--- src/rtl/ddfs_pkg.sv ---
// Shared DDFS constants and width helpers used by the synthesizer and its downstream stages.
package ddfs_pkg;

    localparam int DDFS_SAMPLE_W = 16;
    localparam int DDFS_TRI_W    = 17;

    typedef int unsigned ddfs_width_t;

    function automatic ddfs_width_t clog2(input ddfs_width_t value);
        ddfs_width_t r;
        ddfs_width_t v;
        r = 0;
        v = (value > 0) ? value - 1 : 0;
        while (v > 0) begin
            r = r + 1;
            v = v >> 1;
        end
        return r;
    endfunction

    // Sum of 2**log2_decim samples of data_w bits never exceeds data_w+log2_decim signed bits.
    function automatic ddfs_width_t acc_width(input ddfs_width_t data_w, input ddfs_width_t log2_decim);
        return data_w + log2_decim;
    endfunction

endpackage

--- src/rtl/ddfs_sync_fifo.sv ---
// First-word-fall-through synchronous FIFO with extra-bit pointers; a push while full
// is taken only when a pop frees the head slot on the same edge.
module ddfs_sync_fifo
    import ddfs_pkg::*;
#(
    parameter  int WIDTH = 16,
    parameter  int DEPTH = 4,
    localparam int PTR_W = int'(clog2(DEPTH))
) (
    input  logic             clk,
    input  logic             resetn,
    input  logic             clr,
    input  logic             push,
    input  logic [WIDTH-1:0] wdata,
    input  logic             pop,
    output logic [WIDTH-1:0] rdata,
    output logic             full,
    output logic             empty,
    output logic [PTR_W:0]   level
);

    logic [PTR_W:0]   wr_ptr;
    logic [PTR_W:0]   rd_ptr;
    logic [WIDTH-1:0] mem [DEPTH];
    logic             wr_en;
    logic             rd_en;

    assign level = wr_ptr - rd_ptr;
    assign full  = (level == (PTR_W+1)'(DEPTH));
    assign empty = (level == '0);
    assign rd_en = pop && !empty;
    assign wr_en = push && (!full || rd_en);
    assign rdata = mem[rd_ptr[PTR_W-1:0]];

    // Storage is cleared too so the head reads zero after reset or clear.
    always_ff @(posedge clk or negedge resetn) begin
        if (!resetn) begin
            wr_ptr <= '0;
            rd_ptr <= '0;
            for (int i = 0; i < DEPTH; i++) mem[i] <= '0;
        end else if (clr) begin
            wr_ptr <= '0;
            rd_ptr <= '0;
            for (int i = 0; i < DEPTH; i++) mem[i] <= '0;
        end else begin
            if (wr_en) begin
                mem[wr_ptr[PTR_W-1:0]] <= wdata;
                wr_ptr <= wr_ptr + 1'b1;
            end
            if (rd_en) rd_ptr <= rd_ptr + 1'b1;
        end
    end

endmodule

--- src/rtl/ddfs_sample_decimator.sv ---
// Averages 2**LOG2_DECIM valid DDFS samples into one output buffered in a FWFT FIFO.
// Define DDFS_DECIM_ROUND_EN for round-half-up instead of floor on the averaged result.
module ddfs_sample_decimator
    import ddfs_pkg::*;
#(
    parameter  int DATA_W     = DDFS_SAMPLE_W,
    parameter  int LOG2_DECIM = 3,
    parameter  int FIFO_DEPTH = 4,
    localparam int LVL_W      = int'(clog2(FIFO_DEPTH)) + 1
) (
    input  logic                     clk,
    input  logic                     resetn,
    input  logic                     clr,
    input  logic signed [DATA_W-1:0] in_data,
    input  logic                     in_valid,
    output logic signed [DATA_W-1:0] out_data,
    output logic                     out_valid,
    input  logic                     out_ready,
    output logic [LVL_W-1:0]         fifo_level,
    output logic                     overflow
);

    localparam int ACC_W = int'(acc_width(DATA_W, LOG2_DECIM));
    localparam int DECIM = 1 << LOG2_DECIM;

    logic signed [ACC_W-1:0]      acc;
    logic        [LOG2_DECIM-1:0] cnt;
    logic signed [ACC_W-1:0]      sample_ext;
    logic signed [ACC_W-1:0]      sum;
    logic signed [ACC_W-1:0]      rsum;
    logic        [DATA_W-1:0]     result;
    logic                         unused_lsbs;
    logic                         last;
    logic                         push;
    logic                         pop;
    logic                         full;
    logic                         empty;
    logic        [DATA_W-1:0]     head;

    assign sample_ext = ACC_W'(in_data);
    assign sum        = acc + sample_ext;

`ifdef DDFS_DECIM_ROUND_EN
    localparam logic signed [ACC_W-1:0] RND_BIAS = ACC_W'(1 << (LOG2_DECIM - 1));
    assign rsum = sum + RND_BIAS;
`else
    assign rsum = sum;
`endif

    // Taking the upper bits is the arithmetic shift; the top DATA_W bits always fit the result.
    assign result      = rsum[ACC_W-1:LOG2_DECIM];
    assign unused_lsbs = ^rsum[LOG2_DECIM-1:0];

    assign last      = in_valid && (cnt == LOG2_DECIM'(DECIM - 1));
    assign push      = last;
    assign out_valid = !empty;
    assign pop       = out_valid && out_ready;
    assign out_data  = $signed(head);

    always_ff @(posedge clk or negedge resetn) begin
        if (!resetn) begin
            acc      <= '0;
            cnt      <= '0;
            overflow <= 1'b0;
        end else if (clr) begin
            acc      <= '0;
            cnt      <= '0;
            overflow <= 1'b0;
        end else begin
            if (last) begin
                acc <= '0;
                cnt <= '0;
            end else if (in_valid) begin
                acc <= sum;
                cnt <= cnt + 1'b1;
            end
            if (push && full && !pop) overflow <= 1'b1;
        end
    end

    ddfs_sync_fifo #(
        .WIDTH (DATA_W),
        .DEPTH (FIFO_DEPTH)
    ) u_fifo (
        .clk    (clk),
        .resetn (resetn),
        .clr    (clr),
        .push   (push),
        .wdata  (result),
        .pop    (pop),
        .rdata  (head),
        .full   (full),
        .empty  (empty),
        .level  (fifo_level)
    );

endmodule
--- config.mk ---
export PLATFORM = sky130hd
export DESIGN_NAME = ddfs_sample_decimator
export DESIGN_NICKNAME = d
export VERILOG_FILES = /design/src/rtl/ddfs_pkg.sv /design/src/rtl/ddfs_sync_fifo.sv /design/src/rtl/ddfs_sample_decimator.sv
export SDC_FILE = /design/constraint.sdc
export NUM_CORES = 1
export LEC_CHECK = 0
export CAP_MARGIN = 20
export CORE_ASPECT_RATIO = 1.4
export CORE_MARGIN = 10
export CORE_UTILIZATION = 55
export DETAILED_ROUTE_END_ITERATION = 16
export GPL_TIMING_DRIVEN = 0
export PLACE_DENSITY = 0.79
export SLEW_MARGIN = 30
export SYNTH_ARGS = -nofsm -noshare
export SYNTH_HDL_FRONTEND = slang
export SYNTH_SLANG_ARGS = --single-unit
--- constraint.sdc ---
create_clock -name clk -period 3.4 [get_ports clk]
set_input_delay 0.68 -clock clk [delete_from_list [all_inputs] [get_ports clk]]
set_output_delay 0.68 -clock clk [all_outputs]
set_load 0.005 [all_outputs]
### After elaboration in Yosys (flattened, before gate mapping)

Cells that the tools add are included.

* register bits: 93
* word-level logic and storage cells: 57
* input bits: 21

* magnitude comparators: 3
* equal/unequal tests: 2
* bitwise logic cells: 2
* muxes and demuxes: 20
* add/subtract/negate cells: 5
* reductions and logical operators: 16

Operators by type and width (count)
* 64-bit 2-to-1 mux: 2
* 64-bit bitwise mux: 1
* 19-bit 2-to-1 mux: 3
* 16-bit 2-to-1 mux: 3
* 16-bit binary-select mux with 2-bit select: 1
* 16-bit demux with 2-bit select: 1
* 3-bit 2-to-1 mux: 7
* 19-bit by 16-bit adder with 19-bit output: 1
* 3-bit by 1-bit adder with 3-bit output (second input constant): 3
* 1-bit logical AND: 7
* 3-bit == test (second input constant): 2
* 3-bit >= comparator (second input constant): 2
* 2-bit NOT with 3-bit output: 2
* 2-bit nonzero test: 3
* 1-bit zero test: 3
* 3-bit zero test: 1
* 3-bit by 1-bit less-than comparator with 1-bit output (second input constant): 1
* 3-bit nonzero test: 1
* 3-bit subtractor: 1
* 1-bit 2-to-1 mux: 2
* 1-bit logical OR: 1

### Depth between registers and ports, before layout

Gate-level depths: netlist (run 1).

* depth in word-level cells: 9
* depth in mapped cells: 11
* depth with buffers taken out: 10

### Hierarchy

A second synthesis (run 1) with hierarchy kept.

* cell total of the unflattened synthesis: 487
* area total of the unflattened synthesis: 5351.4 um2

Modules (own cells, without submodules)
* ddfs_sync_fifo: instances 1, cells an instance 298, area an instance 3572.2 um2
* ddfs_sample_decimator: instances 1, cells an instance 189, area an instance 1779.2 um2

### Worst setup path before layout (run 1)

OpenSTA, ideal clock, no wires.

* path kind: in2reg
* from: input in_data[0]
* to: register u_fifo.mem[13] in the netlist's numbering
* setup time: 0.121 ns
* required time: 3.279 ns
* cell stages on the path: 9
* data arrival time: 2.630 ns
* path slack: 0.649 ns
* cells stage by stage: ha_1 > fa_1 > a21oi_1 > o211ai_2 > a311oi_1 > nor3_1 > a31oi_1 > o21ai_0 > a22o_1

* longest elaborated chain between the ends: 4

RTL lines
* from (decl): line ddfs_sample_decimator.sv:14 `input logic signed [DATA_W-1:0] in_data,`
* 19-bit by 16-bit adder with 19-bit output: line ddfs_sample_decimator.sv:41 `assign sum = acc + sample_ext;`
* 64-bit bitwise mux: line ddfs_sync_fifo.sv:47 `mem[wr_ptr[PTR_W-1:0]] <= wdata;`
* 64-bit 2-to-1 mux: line ddfs_sync_fifo.sv:46 `if (wr_en) begin`
* 64-bit 2-to-1 mux: line ddfs_sync_fifo.sv:41 `end else if (clr) begin`
* to (signal, indexed assignment): line ddfs_sync_fifo.sv:47
* to (decl): line ddfs_sync_fifo.sv:24 `logic [WIDTH-1:0] mem [DEPTH];`

No other way between the ends. The select of a mux whose other input is x is not followed.
A chain may end at the register's enable or synchronous reset.

### Worst setup path after layout (run 1)

* from: input in_data[0]
* to: register u_fifo.mem[9] in the netlist's numbering

The elaborated chain is that of the path after synthesis.

==> flow_metrics.py, run 1 <==
metrics = {
    "critical_path": {
        "critPathRequiredTime_ns": 3.62,
        "timing.rr.start": "u_fifo.rd_ptr[1]$_DFFE_PN0P_",
        "reg2reg_to": "u_fifo.mem[19]$_DFFE_PN0P_",
        "cp_max_fo": 6,
        "regToRegSetupSlack_ns": 0.50,
        "worstSetupEndpointType": "flop",
        "r2r_cells": 10,
        "path_class": "input pin to flop",
        "crit_arrival_ns": 3.50,
        "start_kind": "input pin",
    },
    "sta": {
        "min_period_ns": 3.28,
        "setup_slack_ns": 0.125,
        "setup_viol": 0,
        "final.setup_skew_ns": 0.0108,
        "finalMaxSlewViolations": 0,
        "fmax_mhz": 305,
        "worst_pin_slew_ns": 0.706,
        "fin_tns_setup_ns": 0,
        "hold_violations": 0,
        "timing.final.crit_share": 0.963,
        "whs_ns": 0.215,
        "relSlewSlack": 0.524,
    },
    "clock_network": {
        "cts_buffer_depth": 2,
        "clk_latency_ns": 0.36,
        "hold_buffers": 0,
        "htreeDepth": 3,
        "post_cts_buffers": 0,
        "cts-buffers-inserted": 9,
        "cts_sinks": 93,
        "cts_tree": "built",
        "clockRootBuffer": "clkbuf_16",
        "clkTransAtPathRegs_ns": 0.07,
    },
    "synthesis": {
        "synth_area_leaders": "dfrtp_1 (47%), a22o_1 (12%), mux4_2 (7.3%)",
        "yosys_warnings": 0,
        "ys_seq_elements": 93,
        "synth.distinct_cells": 47,
        "yosys.area.top_type": "dfrtp_1",
        "ys_seq_area_frac": 0.471,
        "syn_area_mm2": 0.00494,
        "avgSynthCellArea_um2": 11.7,
        "syn_inst": 422,
        "async_flop_share": 1.00,
        "netlist.area_leader.share": 0.471,
        "synth_fp_nets": 472,
        "synth-edff-count": 0,
        "ys.flop_type": "dfrtp_1",
    },
    "drt": {
        "drt-pass1-iter-count": 4,
        "drt_iter0_markers": 287,
        "routedWlPerCell_um": 21.0,
        "drt_wl_total_um": 12200,
        "vias_per_cell": 6.46,
        "num_vias": 3765,
        "route.detailed.drc": 0,
        "drt.antenna.violating_nets": 0,
    },
    "pwr": {
        "switching_power_mw": 0.984,
        "swShare": 0.334,
        "comb_power_share": 0.272,
        "internal-power_mw": 1.96,
        "p_clk_frac": 0.329,
        "pwr-share-seq": 0.399,
        "vdd_drop_max_uv": 326,
        "pwr_density_cell_mw_per_mm2": 508,
        "leakage_nw": 2.71,
    },
    "grt": {
        "grt_pass1_vias": 3911,
        "grt_pass1_wl_um": 20300,
        "grt_use_total": 0.192,
        "overflow": 0,
        "antenna_found_initial": 0,
        "grt_max_degree": 56,
    },
    "placement": {
        "dp.cells": 567,
        "gp_congestion": 0.842,
        "dp_worst_setup_slack_ns": -0.417,
        "io_buffers": 39,
        "hpwlAfterDp_um": 8710,
    },
    "cells_and_area": {
        "syn_to_final_growth_pct": 17.3,
        "layout_commonest_cell": "dfrtp_1",
        "fin_util": 0.669,
        "n_fill_cell": 652,
        "layout-drive-gt1-share": 0.138,
        "final_cells": 583,
        "nNetsFinal": 523,
        "num_antenna_cells": 0,
        "final_cell_mix": "dfrtp_1 (93), a22o_1 (68), clkdlybuf4s50_1 (38)",
    },
    "floorplanning": {
        "die_h_um": 132,
        "fp.dieW_um": 100,
        "fp-row-count": 40,
        "core_mm2": 0.00866,
        "io-pin-count": 42,
        "design.die.area_mm2": 0.0132,
        "start_util": 0.570,
    },
    "run": {
        "cap_violations": 0,
    },
    "run_status": {
        "status": "finished, final reports clean",
    },
    "worst_hold_path": {
        "hold_path.class": "input pin to asynchronous set/reset pin",
    },
}
[layer usage]
| layer | part of all wire | GRT usage |
|---|---|---|
| met3 | 0.044 | 0.0378 |
| met1 | 0.42 | 0.239 |
| met4 | 0.028 | 0.0921 |
| met2 | 0.51 | 0.309 |
| met5 | 0 | 0 |
[power groups by stage]
stage | clock network [mW] | logic, mW | registers (mW)
finish | 0.969 | 0.801 | 1.17
global route | 1.03 | 0.874 | 1.18
CTS | 0.978 | 0.796 | 1.17
detailed placement | 0 | 0.785 | 1.20
global placement | 0 | 0.756 | 1.19
floorplan | 0 | 0.531 | 1.19
[metrics by stage]
step                total power [mW]  cell area, um2
global placement                1.95            5460
global route                    3.09            5790
floorplan                       1.72            4940
finish                          2.94            5790
CTS                             2.95            5780
detailed placement              1.98            5490
[worst max-delay path, stage by stage]
cell and delay [ns]:
clkdlybuf4s50_1 0.41, ha_1 0.23, fa_1 0.41, a21oi_1 0.27, o211ai_2 0.22, a311oi_2 0.42, inv_1 0.08, a21oi_1 0.30
xor2_2 0.33, o21ai_0 0.15
[repair_timing]
item,CTS,global route
setup endpoints to repair,15,6
gates cloned,0,0
resized for setup,3,3
[sequential cells by signal, indices dropped and copies added (netlist names)]
| name | flops |
|---|---|
| u_fifo.mem | 64 |
| acc | 19 |
| cnt | 3 |
| u_fifo.rd_ptr | 3 |
| u_fifo.wr_ptr | 3 |
| overflow | 1 |
[worst max-delay path by stage]
stage,endpoint,from,slack [ns]
6_report,u_fifo.mem[9]$_DFFE_PN0P_,in_data[0],0.12
5_1_grt,u_fifo.mem[29]$_DFFE_PN0P_,in_data[0],-0.02
4_1_cts,out_valid,u_fifo.rd_ptr[1]$_DFFE_PN0P_,0.01
3_5_place_dp,u_fifo.mem[9]$_DFFE_PN0P_,in_data[0],-0.42
3_3_place_gp,u_fifo.wr_ptr[2]$_DFFE_PN0P_,resetn,-1.67
2_1_floorplan,u_fifo.mem[13]$_DFFE_PN0P_,in_data[0],0.65
[kinds of logic after synthesis]
logic type | share of synthesized area
AOI/OAI and AO/OA | 0.223
DFF | 0.471
and+or+nand+nor | 0.0867
buffers and inverters | 0.0274
adders and majority gates | 0.0765
xor gates and xnor gates | 0.0380
muxes | 0.0770
[final cells by class]
cell class	instances	area (um2)	area share
Clock inverter	7	57.6	0.00994
Clock buffer	9	225	0.0389
Timing Repair Buffer	40	419	0.0724
Sequential cell	93	2330	0.402
Inverter	11	41.3	0.00713
Tap cell	105	131	0.0227
Multi-Input combinational cell	299	2490	0.430
Buffer	19	97.6	0.0168
[synthesized netlist by cell type, drive strengths merged (5+ instances only)]
master  number
mux4        16
and2         7
nor3         6
xor2         8
buf         11
nand2       34
nor2        27
ha          27
a21o         6
inv         11
a31oi        5
clkbuf       8
o21ai       26
nand3        7
a21oi       21
a22o        68
xnor2       10
dfrtp       93
No activity file was read; power rests on OpenSTA's default activity.
==> inputs of run 2 (changes only) <==
--- a/config.mk
+++ b/config.mk
@@ -12,6 +12,7 @@
 export DETAILED_ROUTE_END_ITERATION = 16
 export GPL_TIMING_DRIVEN = 0
 export PLACE_DENSITY = 0.79
+export RECOVER_POWER = 25
 export SLEW_MARGIN = 30
 export SYNTH_ARGS = -nofsm -noshare
 export SYNTH_HDL_FRONTEND = slang
==> run 2 against run 1 <==
Against the previous run:
- the flow now finishes with violations (capacitance limit, slew limit)
- cell count unchanged
- non-clock buffer count is the same
- hold slack better by 0.27 ns
- power hardly changed
- register-to-register slack about the same
- global-route usage unchanged
- clock skew is essentially flat
- fmax about the same
- sequential share of layout area increased by 0.052 points
- critical path type unchanged
==> flow_metrics.py, run 2 (synthesis results as in run 1) <==
metrics = {
    "worst_hold_path": {
        "min_from": "u_fifo.mem[56]$_DFFE_PN0P_",
        "hold_path.class": "flop to flop",
    },
    "grt": {
        "antenna_found_initial": 0,
        "grt_use_total": 0.192,
        "grt_pass1_wl_um": 20300,
        "overflow": 0,
        "grt_max_degree": 56,
        "grt_pass1_vias": 3911,
    },
    "floorplanning": {
        "start_util": 0.570,
        "io-pin-count": 42,
        "core_mm2": 0.00866,
        "fp-row-count": 40,
        "design.die.area_mm2": 0.0132,
        "die_h_um": 132,
        "fp.dieW_um": 100,
    },
    "drt": {
        "drt_wl_total_um": 12200,
        "routedWlPerCell_um": 21.0,
        "vias_per_cell": 6.46,
        "drt.antenna.violating_nets": 0,
        "drt-pass1-iter-count": 5,
        "drt_iter0_markers": 286,
        "route.detailed.drc": 0,
        "num_vias": 3768,
    },
    "critical_path": {
        "cp-endpoint": "u_fifo.mem[9]$_DFFE_PN0P_",
        "worstSetupEndpointType": "flop",
        "crit_arrival_ns": 3.50,
        "path_class": "input pin to flop",
        "critPathRequiredTime_ns": 3.62,
        "regToRegSetupSlack_ns": 0.50,
        "r2r_cells": 10,
        "cp_max_fo": 6,
        "cp-startpoint": "in_data[0]",
        "reg2reg_to": "u_fifo.mem[19]$_DFFE_PN0P_",
        "start_kind": "input pin",
        "timing.rr.start": "u_fifo.rd_ptr[1]$_DFFE_PN0P_",
    },
    "sta": {
        "worst_pin_slew_ns": 2.24,
        "timing.final.crit_share": 0.963,
        "fin_tns_setup_ns": 0,
        "setup_slack_ns": 0.125,
        "whs_ns": 0.482,
        "final.setup_skew_ns": 0.0109,
        "finalMaxSlewViolations": 39,
        "setup_viol": 0,
        "fmax_mhz": 305,
        "min_period_ns": 3.27,
        "hold_violations": 0,
        "relSlewSlack": -0.493,
    },
    "clock_network": {
        "post_cts_buffers": 0,
        "cts_tree": "built",
        "cts-buffers-inserted": 9,
        "clockRootBuffer": "clkbuf_16",
        "clk_latency_ns": 0.36,
        "cts_sinks": 93,
        "htreeDepth": 3,
        "clkTransAtPathRegs_ns": 0.07,
        "cts_buffer_depth": 2,
    },
    "cells_and_area": {
        "largest_reg_flops": 64,
        "largestRegisters": "u_fifo.mem: 64 flops, acc: 19 flops",
        "final_cell_mix": "dfrtp_1 (93), a22o_1 (68), clkdlybuf4s50_1 (38)",
        "layout_commonest_cell": "dfrtp_1",
        "syn_to_final_growth_pct": 17.2,
        "n_fill_cell": 652,
        "final_cells": 583,
        "nNetsFinal": 523,
        "fin_util": 0.668,
        "finalInstanceArea_mm2": 0.00579,
        "top_register": "u_fifo.mem",
        "layout-drive-gt1-share": 0.136,
        "num_antenna_cells": 0,
    },
    "placement": {
        "hpwlAfterDp_um": 8710,
        "io_buffers": 39,
        "dp.cells": 567,
        "dp_worst_setup_slack_ns": -0.417,
        "gp_congestion": 0.842,
        "place_area_mm2": 0.00549,
    },
    "pwr": {
        "vdd_drop_max_uv": 326,
        "pwr_density_cell_mw_per_mm2": 509,
        "power_mw": 2.94,
        "leakage_nw": 2.70,
    },
    "run_status": {
        "status": "finished with violations",
        "violations": "capacitance limit, slew limit",
    },
    "run": {
        "cap_violations": 1,
    },
}
run 2: cell count changes in the layout (fill, tap and decap cells not counted), sizes merged:
cell / previous run / this run
buf: 13 / 12
clkbuf: 17 / 18
run 2: worst max-delay path: stages:
cell             delay (ns)
clkdlybuf4s50_1        0.41
ha_1                   0.23
fa_1                   0.41
a21oi_1                0.27
o211ai_2               0.22
a311oi_2               0.42
inv_1                  0.08
a21oi_1                0.30
xor2_2                 0.33
o21ai_0                0.15
run 2: worst min-delay path by stage:
| stage | depth (start not counted) | end |
|---|---|---|
| 4_1_cts | 1 | acc[14]$_DFFE_PN0P_ |
| 2_1_floorplan | 0 | acc[0]$_DFFE_PN0P_ |
| 5_1_grt | 1 | u_fifo.mem[3]$_DFFE_PN0P_ |
| 3_5_place_dp | 2 | u_fifo.mem[40]$_DFFE_PN0P_ |
| 6_report | 2 | u_fifo.mem[56]$_DFFE_PN0P_ |
| 3_3_place_gp | 2 | u_fifo.mem[14]$_DFFE_PN0P_ |
run 2: area by class of cell:
class                   instances  area (um2)  share of cell area
plain buffers                  19        97.6              0.0169
clock inverters                 7        57.6             0.00995
clock buffers                   9         225              0.0389
well taps                     105         131              0.0227
multi-input cells             299        2490               0.431
inverters                      11        41.3             0.00714
flip-flops and latches         93        2330               0.402
repair buffers                 40         412              0.0712
run 2: routing by layer:
layer	GRT usage	share of wire	vias to the layer above
li1	-	-	1695
met1	0.239	0.42	1932
met2	0.309	0.51	116
met3	0.0378	0.046	25
met4	0.0921	0.029	0
met5	0	0	-
run 2: where the power goes:
| group | leakage [nW] | switching [mW] | total (mW) | internal, mW |
|---|---|---|---|---|
| sequential | 1.29 | 0.0284 | 1.17 | 1.15 |
| combinational | 1.28 | 0.492 | 0.800 | 0.307 |
| clock | 0.134 | 0.464 | 0.970 | 0.506 |
run 2: what timing repair did:
action,in CTS,in global routing
cloned,0,0
resized for setup,3,3
hold buffers,0,0
setup endpoints to repair,15,6
pin swaps,0,0
